File: config.mk
export PLATFORM = sky130hd
export DESIGN_NAME = fir_filter_param_flat
export DESIGN_NICKNAME = d
export VERILOG_FILES = /design/src/rtl/fir_filter_param_pkg.sv /design/src/rtl/fir_filter_param_if.sv /design/src/rtl/fir_filter_param_tap.sv /design/src/rtl/fir_filter_param.sv /design/src/flat_wrapper.sv
export SDC_FILE = /design/constraint.sdc
export NUM_CORES = 2
export LEC_CHECK = 0
export ABC_AREA = 1
export CAP_MARGIN = 5
export CORE_ASPECT_RATIO = 0.9
export CORE_UTILIZATION = 67
export CTS_BUF_LIST = sky130_fd_sc_hd__clkbuf_8
export DETAILED_ROUTE_END_ITERATION = 8
export GPL_ROUTABILITY_DRIVEN = 0
export PLACE_DENSITY = 0.85
export SLEW_MARGIN = 10
export SYNTH_ARGS = -nofsm -noshare
export SYNTH_HDL_FRONTEND = slang
export SYNTH_SLANG_ARGS = --single-unit
File: constraint.sdc
create_clock -name CLK -period 8 [get_ports CLK]
set_input_delay 0.8 -clock CLK [delete_from_list [all_inputs] [get_ports CLK]]
set_output_delay 0.8 -clock CLK [all_outputs]
set_load 0.02 [all_outputs]
File: src/rtl/fir_filter_param_pkg.sv
// Shared helpers for the parametrised FIR filter: accumulator sizing and
// output saturation bounds. Used by the filter RTL and its benches.
package fir_filter_param_pkg;

  // Ceiling log2. Returns 0 for n <= 1.
  function automatic int unsigned fir_clog2(input int unsigned n);
    int unsigned r;
    r = 0;
    while ((64'd1 << r) < 64'(n)) r++;
    return r;
  endfunction

  // Accumulator width that holds the sum of ntaps full-width products
  // without overflow.
  function automatic int unsigned fir_aw(input int unsigned dw,
                                         input int unsigned cw,
                                         input int unsigned ntaps);
    return dw + cw + fir_clog2(ntaps);
  endfunction

  // Largest value representable as a signed dw-bit sample.
  function automatic longint fir_sat_hi(input int unsigned dw);
    return (64'sd1 <<< (dw - 1)) - 64'sd1;
  endfunction

  // Smallest value representable as a signed dw-bit sample.
  function automatic longint fir_sat_lo(input int unsigned dw);
    return -(64'sd1 <<< (dw - 1));
  endfunction

endpackage

File: src/rtl/fir_filter_param_if.sv
// Streaming sample/coefficient interface between a source, the FIR filter
// and a sink. The source side (master) drives samples, control and
// coefficients; the filter side (slave) returns the filtered stream.
interface fir_filter_param_if #(
  parameter int unsigned DW = 8,
  parameter int unsigned CW = 8
);
  logic signed [DW-1:0] DIN;
  logic                 VIN;
  logic                 CLR;
  logic                 COEF_LD;
  logic signed [CW-1:0] COEF_IN;
  logic signed [DW-1:0] DOUT;
  logic                 VOUT;

  modport master (
    output DIN, VIN, CLR, COEF_LD, COEF_IN,
    input  DOUT, VOUT
  );

  modport slave (
    input  DIN, VIN, CLR, COEF_LD, COEF_IN,
    output DOUT, VOUT
  );
endinterface

File: src/rtl/fir_filter_param_tap.sv
// One FIR tap: a delay-line register, a coefficient register and a
// registered product of the tap input sample and its coefficient.
// Taps chain x_o -> x_i (towards older samples) and coef_o -> coef_i
// (coefficients move from the last tap towards tap 0 during a load).
module fir_tap #(
  parameter int unsigned DW = 8,
  parameter int unsigned CW = 8
) (
  input  logic                    clk_i,
  input  logic                    rst_ni,
  input  logic                    shift_i,
  input  logic                    load_i,
  input  logic                    clr_i,
  input  logic signed [DW-1:0]    x_i,
  output logic signed [DW-1:0]    x_o,
  input  logic signed [CW-1:0]    coef_i,
  output logic signed [CW-1:0]    coef_o,
  output logic signed [DW+CW-1:0] prod_o
);
  localparam int unsigned PW = DW + CW;

  logic signed [DW-1:0] x_q;
  logic signed [CW-1:0] coef_q;
  logic signed [PW-1:0] prod_q;
  logic signed [PW-1:0] prod_d;

  // Full-precision signed product of the sample entering this tap.
  always_comb begin
    prod_d = PW'(x_i) * PW'(coef_q);
  end

  // Delay line and product advance on accepted samples; clear flushes both.
  always_ff @(posedge clk_i or negedge rst_ni) begin
    if (!rst_ni) begin
      x_q    <= '0;
      prod_q <= '0;
    end else if (clr_i) begin
      x_q    <= '0;
      prod_q <= '0;
    end else if (shift_i) begin
      x_q    <= x_i;
      prod_q <= prod_d;
    end
  end

  // Coefficient shift register; independent of clear so both can act together.
  always_ff @(posedge clk_i or negedge rst_ni) begin
    if (!rst_ni) begin
      coef_q <= '0;
    end else if (load_i) begin
      coef_q <= coef_i;
    end
  end

  assign x_o    = x_q;
  assign coef_o = coef_q;
  assign prod_o = prod_q;

endmodule

File: src/rtl/fir_filter_param.sv
// Parametrised direct-form FIR filter with a serial coefficient load port.
// Stage 1 (inside the taps) registers the NTAPS products; stage 2 sums,
// scales and optionally saturates them into DOUT. VOUT follows accepted
// samples with a two-register valid pipeline that a clear flushes.
module fir_filter_param
  import fir_filter_param_pkg::*;
#(
  parameter int unsigned NTAPS     = 11,
  parameter int unsigned DW        = 8,
  parameter int unsigned CW        = 8,
  parameter int unsigned OUT_SHIFT = 7,
  parameter bit          SAT       = 1'b1
) (
  input  logic              CLK,
  input  logic              RST_n,
  fir_filter_param_if.slave fir
);
  localparam int unsigned PW = DW + CW;
  localparam int unsigned AW = fir_aw(DW, CW, NTAPS);
  localparam logic signed [AW-1:0] SAT_HI = AW'(fir_sat_hi(DW));
  localparam logic signed [AW-1:0] SAT_LO = AW'(fir_sat_lo(DW));

  logic accept;

  // Chain element k feeds tap k; element NTAPS of each chain is the far end.
  logic signed [DW-1:0] x_chain [NTAPS+1];
  logic signed [CW-1:0] h_chain [NTAPS+1];
  logic signed [PW-1:0] prod    [NTAPS];

  logic signed [AW-1:0] acc_d;
  logic signed [AW-1:0] scaled;
  logic signed [DW-1:0] dout_d;
  logic signed [DW-1:0] dout_q;
  logic                 v1_q;
  logic                 v1_d;
  logic                 vout_q;
  logic                 vout_d;

  // A sample enters only when no load or clear is competing for the cycle.
  assign accept = fir.VIN & ~fir.COEF_LD & ~fir.CLR;

  assign x_chain[0]     = fir.DIN;
  assign h_chain[NTAPS] = fir.COEF_IN;

  for (genvar k = 0; k < NTAPS; k++) begin : g_tap
    fir_tap #(
      .DW (DW),
      .CW (CW)
    ) u_tap (
      .clk_i  (CLK),
      .rst_ni (RST_n),
      .shift_i(accept),
      .load_i (fir.COEF_LD),
      .clr_i  (fir.CLR),
      .x_i    (x_chain[k]),
      .x_o    (x_chain[k+1]),
      .coef_i (h_chain[k+1]),
      .coef_o (h_chain[k]),
      .prod_o (prod[k])
    );
  end

  // Sum of the registered products, sign-extended to the full accumulator.
  always_comb begin
    acc_d = '0;
    for (int unsigned k = 0; k < NTAPS; k++) begin
      acc_d = acc_d + AW'(prod[k]);
    end
  end

  // Output scaling: arithmetic shift floors toward -inf; saturate or wrap.
  always_comb begin
    scaled = acc_d >>> OUT_SHIFT;
    dout_d = acc_d[OUT_SHIFT +: DW];
    if (SAT) begin
      if (scaled > SAT_HI) begin
        dout_d = SAT_HI[DW-1:0];
      end else if (scaled < SAT_LO) begin
        dout_d = SAT_LO[DW-1:0];
      end
    end
  end

  // Valid pipeline next state; a clear kills both in-flight stages.
  always_comb begin
    v1_d   = accept;
    vout_d = v1_q & ~fir.CLR;
  end

  // Valid pipeline and output register; DOUT holds between valid outputs.
  always_ff @(posedge CLK or negedge RST_n) begin
    if (!RST_n) begin
      v1_q   <= 1'b0;
      vout_q <= 1'b0;
      dout_q <= '0;
    end else begin
      v1_q   <= v1_d;
      vout_q <= vout_d;
      if (vout_d) begin
        dout_q <= dout_d;
      end
    end
  end

  assign fir.DOUT = dout_q;
  assign fir.VOUT = vout_q;

endmodule

File: src/flat_wrapper.sv
// flat-port wrapper written by rule: the top's interface ports become plain ports
module fir_filter_param_flat import fir_filter_param_pkg::*;
#(
  parameter int unsigned NTAPS     = 11,
  parameter int unsigned DW        = 8,
  parameter int unsigned CW        = 8,
  parameter int unsigned OUT_SHIFT = 7,
  parameter bit          SAT       = 1'b1
)
  (CLK, RST_n, fir_DIN, fir_VIN, fir_CLR, fir_COEF_LD, fir_COEF_IN, fir_DOUT, fir_VOUT);
  fir_filter_param_if #(.DW(DW), .CW(CW)) fir_i ();
  input  logic CLK;
  input  logic RST_n;
  input wire logic [$bits(fir_i.DIN)-1:0] fir_DIN;
  input wire logic [$bits(fir_i.VIN)-1:0] fir_VIN;
  input wire logic [$bits(fir_i.CLR)-1:0] fir_CLR;
  input wire logic [$bits(fir_i.COEF_LD)-1:0] fir_COEF_LD;
  input wire logic [$bits(fir_i.COEF_IN)-1:0] fir_COEF_IN;
  output wire logic [$bits(fir_i.DOUT)-1:0] fir_DOUT;
  output wire logic [$bits(fir_i.VOUT)-1:0] fir_VOUT;
  assign fir_i.DIN = fir_DIN;
  assign fir_i.VIN = fir_VIN;
  assign fir_i.CLR = fir_CLR;
  assign fir_i.COEF_LD = fir_COEF_LD;
  assign fir_i.COEF_IN = fir_COEF_IN;
  assign fir_DOUT = fir_i.DOUT;
  assign fir_VOUT = fir_i.VOUT;
  fir_filter_param #(.NTAPS(NTAPS), .DW(DW), .CW(CW), .OUT_SHIFT(OUT_SHIFT), .SAT(SAT)) u_core (.CLK(CLK), .RST_n(RST_n), .fir(fir_i));
endmodule
== Yosys cells after proc, flatten, opt, wreduce, memory -nomap -nowiden ==
Index checks and enable logic that the tools add are counted.
Storage, ports and cells
  bits in registers: 354
  input port bits: 21
  output and inout bits: 9
Operators by class
  add/subtract/negate cells: 10
  multipliers: 11
  $lt $le $gt $ge: 2
  mux-type cells: 44
  bitwise gates (word level): 5
  reduce and logical (&&, ||, !) cells: 1
Operator list (number)
  $mux 16: 22
  $mul 8x8->16: 11
  $mux 8: 22
  $add 20x16->20: 8
  $add 17x16->18: 1
  $add 16x16->17: 1
  $gt 13x8->1 const B: 1
  $lt 13x8->1 const B: 1
  $and 1x1->1: 3
  $not 1->1: 2
  $reduce_bool 2->1: 1

== Longest topological paths before layout ==
  word-level depth: 13
  mapped depth: 38

== Hierarchy ==
A second synthesis with hierarchy kept.
Second synthesis, totals
  cells, all modules: 6131
  area total of the unflattened synthesis: 48778.0 um2
Modules (own cells, without submodules)
  fir_tap at u_core.g_tap[1].u_tap ...: instances 6, cells an instance 498, area each 3948.8 um2, sequential area each 800.8 um2
  fir_tap at u_core.g_tap[8].u_tap ...: instances 2, cells an instance 509, area each 3952.5 um2, sequential area each 800.8 um2
  fir_filter_param: instances 1, cells an instance 630, area each 5347.6 um2, sequential area each 250.2 um2
  fir_tap at u_core.g_tap[10].u_tap: instances 1, cells an instance 517, area each 4007.6 um2, sequential area each 800.8 um2
  fir_tap at u_core.g_tap[0].u_tap: instances 1, cells an instance 493, area each 3955.0 um2, sequential area each 800.8 um2
  fir_tap at u_core.g_tap[7].u_tap: instances 1, cells an instance 485, area each 3870.0 um2, sequential area each 800.8 um2

== Worst setup path before layout ==
OpenSTA, ideal clock, no wires.
  path type: flip-flop to flip-flop
  start: reg u_core.g_tap[2].u_tap.prod_q[1]
  end: reg u_core.dout_q[4] (netlist: u_core.fir.DOUT[4])
  library setup time: 0.065 ns
  arrival: 6.108 ns
  path slack: 1.827 ns
  cell stages (with the launch flop): 34
  buffers on the path: 0
  clock period less this slack: 6.173 ns
  cell sequence: dfrtp_1 > fa_1 > ha_1 > fa_1 > nand3_1 > nand3_1 > a21o_1 > a21oi_1 > o21ai_1 > a21boi_1 > o21ai_1 > xnor2_1 > fa_1 > inv_1 > fa_1 > inv_1 > fa_1 > inv_1 > fa_1 > ha_1 > nand2_2 > inv_1 > nand2_1 > nand2_1 > a21oi_2 > nand2_2 > a21oi_2 > xor2_2 > inv_2 > nand2_4 > nand2_1 > nand2_1 > nand2_1 > nand2_1
On the way
  word-level cells in the longest chain between the ends: 12
RTL lines
  start, declared: line fir_filter_param_tap.sv:24  | logic signed [PW-1:0] prod_q;
  start signal, assigned: line fir_filter_param_tap.sv:42  | prod_q <= prod_d;
  $add 17x16->18 (*): line fir_filter_param.sv:67  | acc_d = acc_d + AW'(prod[k]);
  $add 20x16->20 (*) (8 in a row): line fir_filter_param.sv:67
  $lt 13x8->1: line fir_filter_param.sv:78  | end else if (scaled < SAT_LO) begin
  $mux 8: line fir_filter_param.sv:78
  $mux 8 (*): line fir_filter_param.sv:76  | if (scaled > SAT_HI) begin
  end signal, assigned: line fir_filter_param.sv:100  | dout_q <= dout_d;
  end, declared: line fir_filter_param.sv:33  | logic signed [DW-1:0] dout_q;
Mark *: on every way between the ends. The rest lies on a longest branch, timed or not.
A chain may end at the register's enable or synchronous reset.

== Worst setup path in the final report ==
  start: reg u_core.g_tap[2].u_tap.prod_q[1]
  end: reg u_core.dout_q[1] (netlist: u_core.fir.DOUT[1])
The elaborated chain is that of the path after synthesis.

==> flow_summary.json <==
{
  "status": "completed",
  "synth-seq-area-share_pct": 19.5,
  "grt_pass1_wl_mm": 186,
  "coreArea_sq_um": 67000,
  "final_max_slew_viol_count": 0,
  "clk_pin_slew_ps": 70,
  "grt_pass1_vias": 36900,
  "cts_buffer_depth": 3,
  "die-area_sq_um": 68800,
  "grt.overflow.total": 0,
  "max_clock_freq_mhz": 147,
  "ys_ff_latch": 354,
  "htree_levels": 2,
  "numClockSinks": 354,
  "arrival_ps": 7400,
  "start_util_pct": 67.7,
  "synth_area_sq_um": 45400,
  "rows": 90,
  "max-vdd-ir-drop_v": 0.000229,
  "finClkSkew_ps": 64.1,
  "syn_inst": 5447,
  "nNetsFinal": 6414,
  "crit_buf_inv": 3,
  "worst_slew_pin_slew_ps": 1070,
  "hold_class": "input port to async pin",
  "synth_warnings": 0,
  "drt_iter0_markers": 3138,
  "placed_area_sq_um": 45900,
  "cts_tree": "done",
  "fin_area_sq_um": 47300,
  "cp_top_family": "adder cells",
  "synth-edff-count": 0,
  "setup_slack_ps": 1190,
  "rsz0062_at_grt": "false",
  "cts_root_buf": "clkbuf_8",
  "fp.dieH_um": 249,
  "io_buffers": 29,
  "async_flop_share_pct": 100,
  "wirelength_mm": 111,
  "crit_type": "flop to flop",
  "layout_common_cells": "inv_1, nand2_1, fa_1",
  "worstPathRequired_ps": 8590,
  "drcViolationCount": 0,
  "first_pass_iters": 5,
  "dieWidth_um": 276,
  "pre_cts_ws_ps": 1320,
  "antenna_found_initial": 1,
  "finalSetupViolCount": 0,
  "worst_hold_slack_ps": 2.58,
  "end_kind": "flop",
  "clock_latency_ps": 750,
  "cts_resized": 0,
  "max_stage_delay_ps": 520,
  "routed_via_density": 5.60,
  "relSlewSlack_pct": 28.5,
  "p_leak_nw": 26.5,
  "setup_tns_ps": 0,
  "synth_top_flop_cell": "dfrtp_1",
  "synth.avg_cell_area_sq_um": 8.33,
  "post_cts_buffers": 0,
  "hold_buffers": 0,
  "fin_util_pct": 70.6,
  "period_needed_ps": 6810,
  "cts_buffers": 60,
  "drv_cap": 0,
  "post_drt_wl_per_cell_um": 17.8,
  "slowest_stage": "fa_1",
  "final_common_cell": "inv_1",
  "n_antenna_cell": 0,
  "postRouteAntennaNets": 0,
  "vias": 34900,
  "syn_to_final_growth_pct": 4.30,
  "final_cells": 6223,
  "power_density_nw_per_um2": 174,
  "worstPathMaxFanout": 7,
  "grt_max_degree": 163,
  "timing_hold_violations_final": 0,
  "place_hpwl_mm": 87.6,
  "pin_count": 30,
  "synth_fp_nets": 6561,
  "grt.total_usage_pct": 33.9,
  "yosysUniqueCellTypes": 51,
  "worstSetupStartpointType": "flop",
  "layout-drive-gt1-share_pct": 2.94,
  "finalCritPeriodShare_pct": 85.1,
  "p_total_mw": 8.25,
  "dp.cells": 6112
}
==> cell usage after synthesis, drive strengths merged (6+ instances only) <==
master | instances | area share (%)
a21oi | 203 | 2.3
a22o | 45 | 0.87
a31oi | 23 | 0.32
a32o | 6 | 0.13
buf | 29 | 0.31
clkbuf | 220 | 1.8
dfrtp | 354 | 20
fa | 741 | 33
ha | 352 | 9.7
inv | 1557 | 13
mux2 | 7 | 0.17
nand2 | 1191 | 9.9
nand3 | 73 | 0.83
nor2 | 109 | 0.93
nor3 | 24 | 0.28
o2111ai | 8 | 0.15
o21ai | 237 | 2.6
o21bai | 7 | 0.12
o22ai | 75 | 1.0
o31ai | 17 | 0.28
or2 | 14 | 0.19
xnor2 | 54 | 1.0
xor2 | 72 | 1.4
==> final timing paths <==
check	start	to	slack, ps	depth (start not counted)
worst max-delay path	u_core.g_tap[2].u_tap.prod_o[1]	u_core.fir.DOUT[1]	1190	30
worst min-delay path	RST_n	u_core.g_tap[1].u_tap.coef_o[7]	3	1
worst max register to register	u_core.g_tap[2].u_tap.prod_o[1]	u_core.fir.DOUT[1]	1190	30
worst min register to register	u_core.g_tap[2].u_tap.prod_o[9]	u_core.g_tap[2].u_tap.prod_o[9]	490	2
max in group asynchronous	RST_n	u_core.fir.DOUT[3]	6590	2
min in group CLK	u_core.g_tap[2].u_tap.prod_o[9]	u_core.g_tap[2].u_tap.prod_o[9]	490	2
==> state kept, by name, summed over array words and instances (netlist names) <==
name	count
u_core.fir.DOUT	8
u_core.fir.VOUT	1
u_core.g_tap.u_tap.coef_o	88
u_core.g_tap.u_tap.prod_o	176
u_core.g_tap.u_tap.x_o	80
u_core.v1_q	1
==> layout make-up <==
cell class                      count  area [sq um]
Clock inverter                     38           409
Timing Repair Buffer               40           388
Clock buffer                       73          1000
Multi-Input combinational cell   3286         29700
Fill cell                        4866         19700
Tap cell                          874          1090
Sequential cell                   354          8860
Inverter                         1558          5850
==> routing by layer <==
metal | vias to the layer above | global-route usage [%] | wire length [um]
met5 | - | 0 | 0
met4 | 0 | 15.4 | 5330
met3 | 346 | 6.29 | 10200
met2 | 1655 | 54.4 | 51700
met1 | 17200 | 45.5 | 43400
li1 | 15700 | - | -
==> where the power goes <==
part	switching (mW)	internal, mW	total [mW]
Combinational	2.56	1.50	4.06
Clock	0.869	1.09	1.96
Sequential	0.306	1.93	2.23
==> kinds of logic (layout without fill, tap and decap cells) <==
kind of cell,after synthesis,in the layout,share of synthesized area (%)
AO/OA/AOI/OAI,641,641,8.14
XOR/XNOR,126,126,2.45
adder cells (fa/ha/maj),1093,1093,42.4
buffers and inverters,1807,1709,15.0
flip-flops,354,354,19.5
multiplexers,7,7,0.174
AND/OR/NAND/NOR,1419,1419,12.3
No activity file was read; power rests on OpenSTA's default activity.
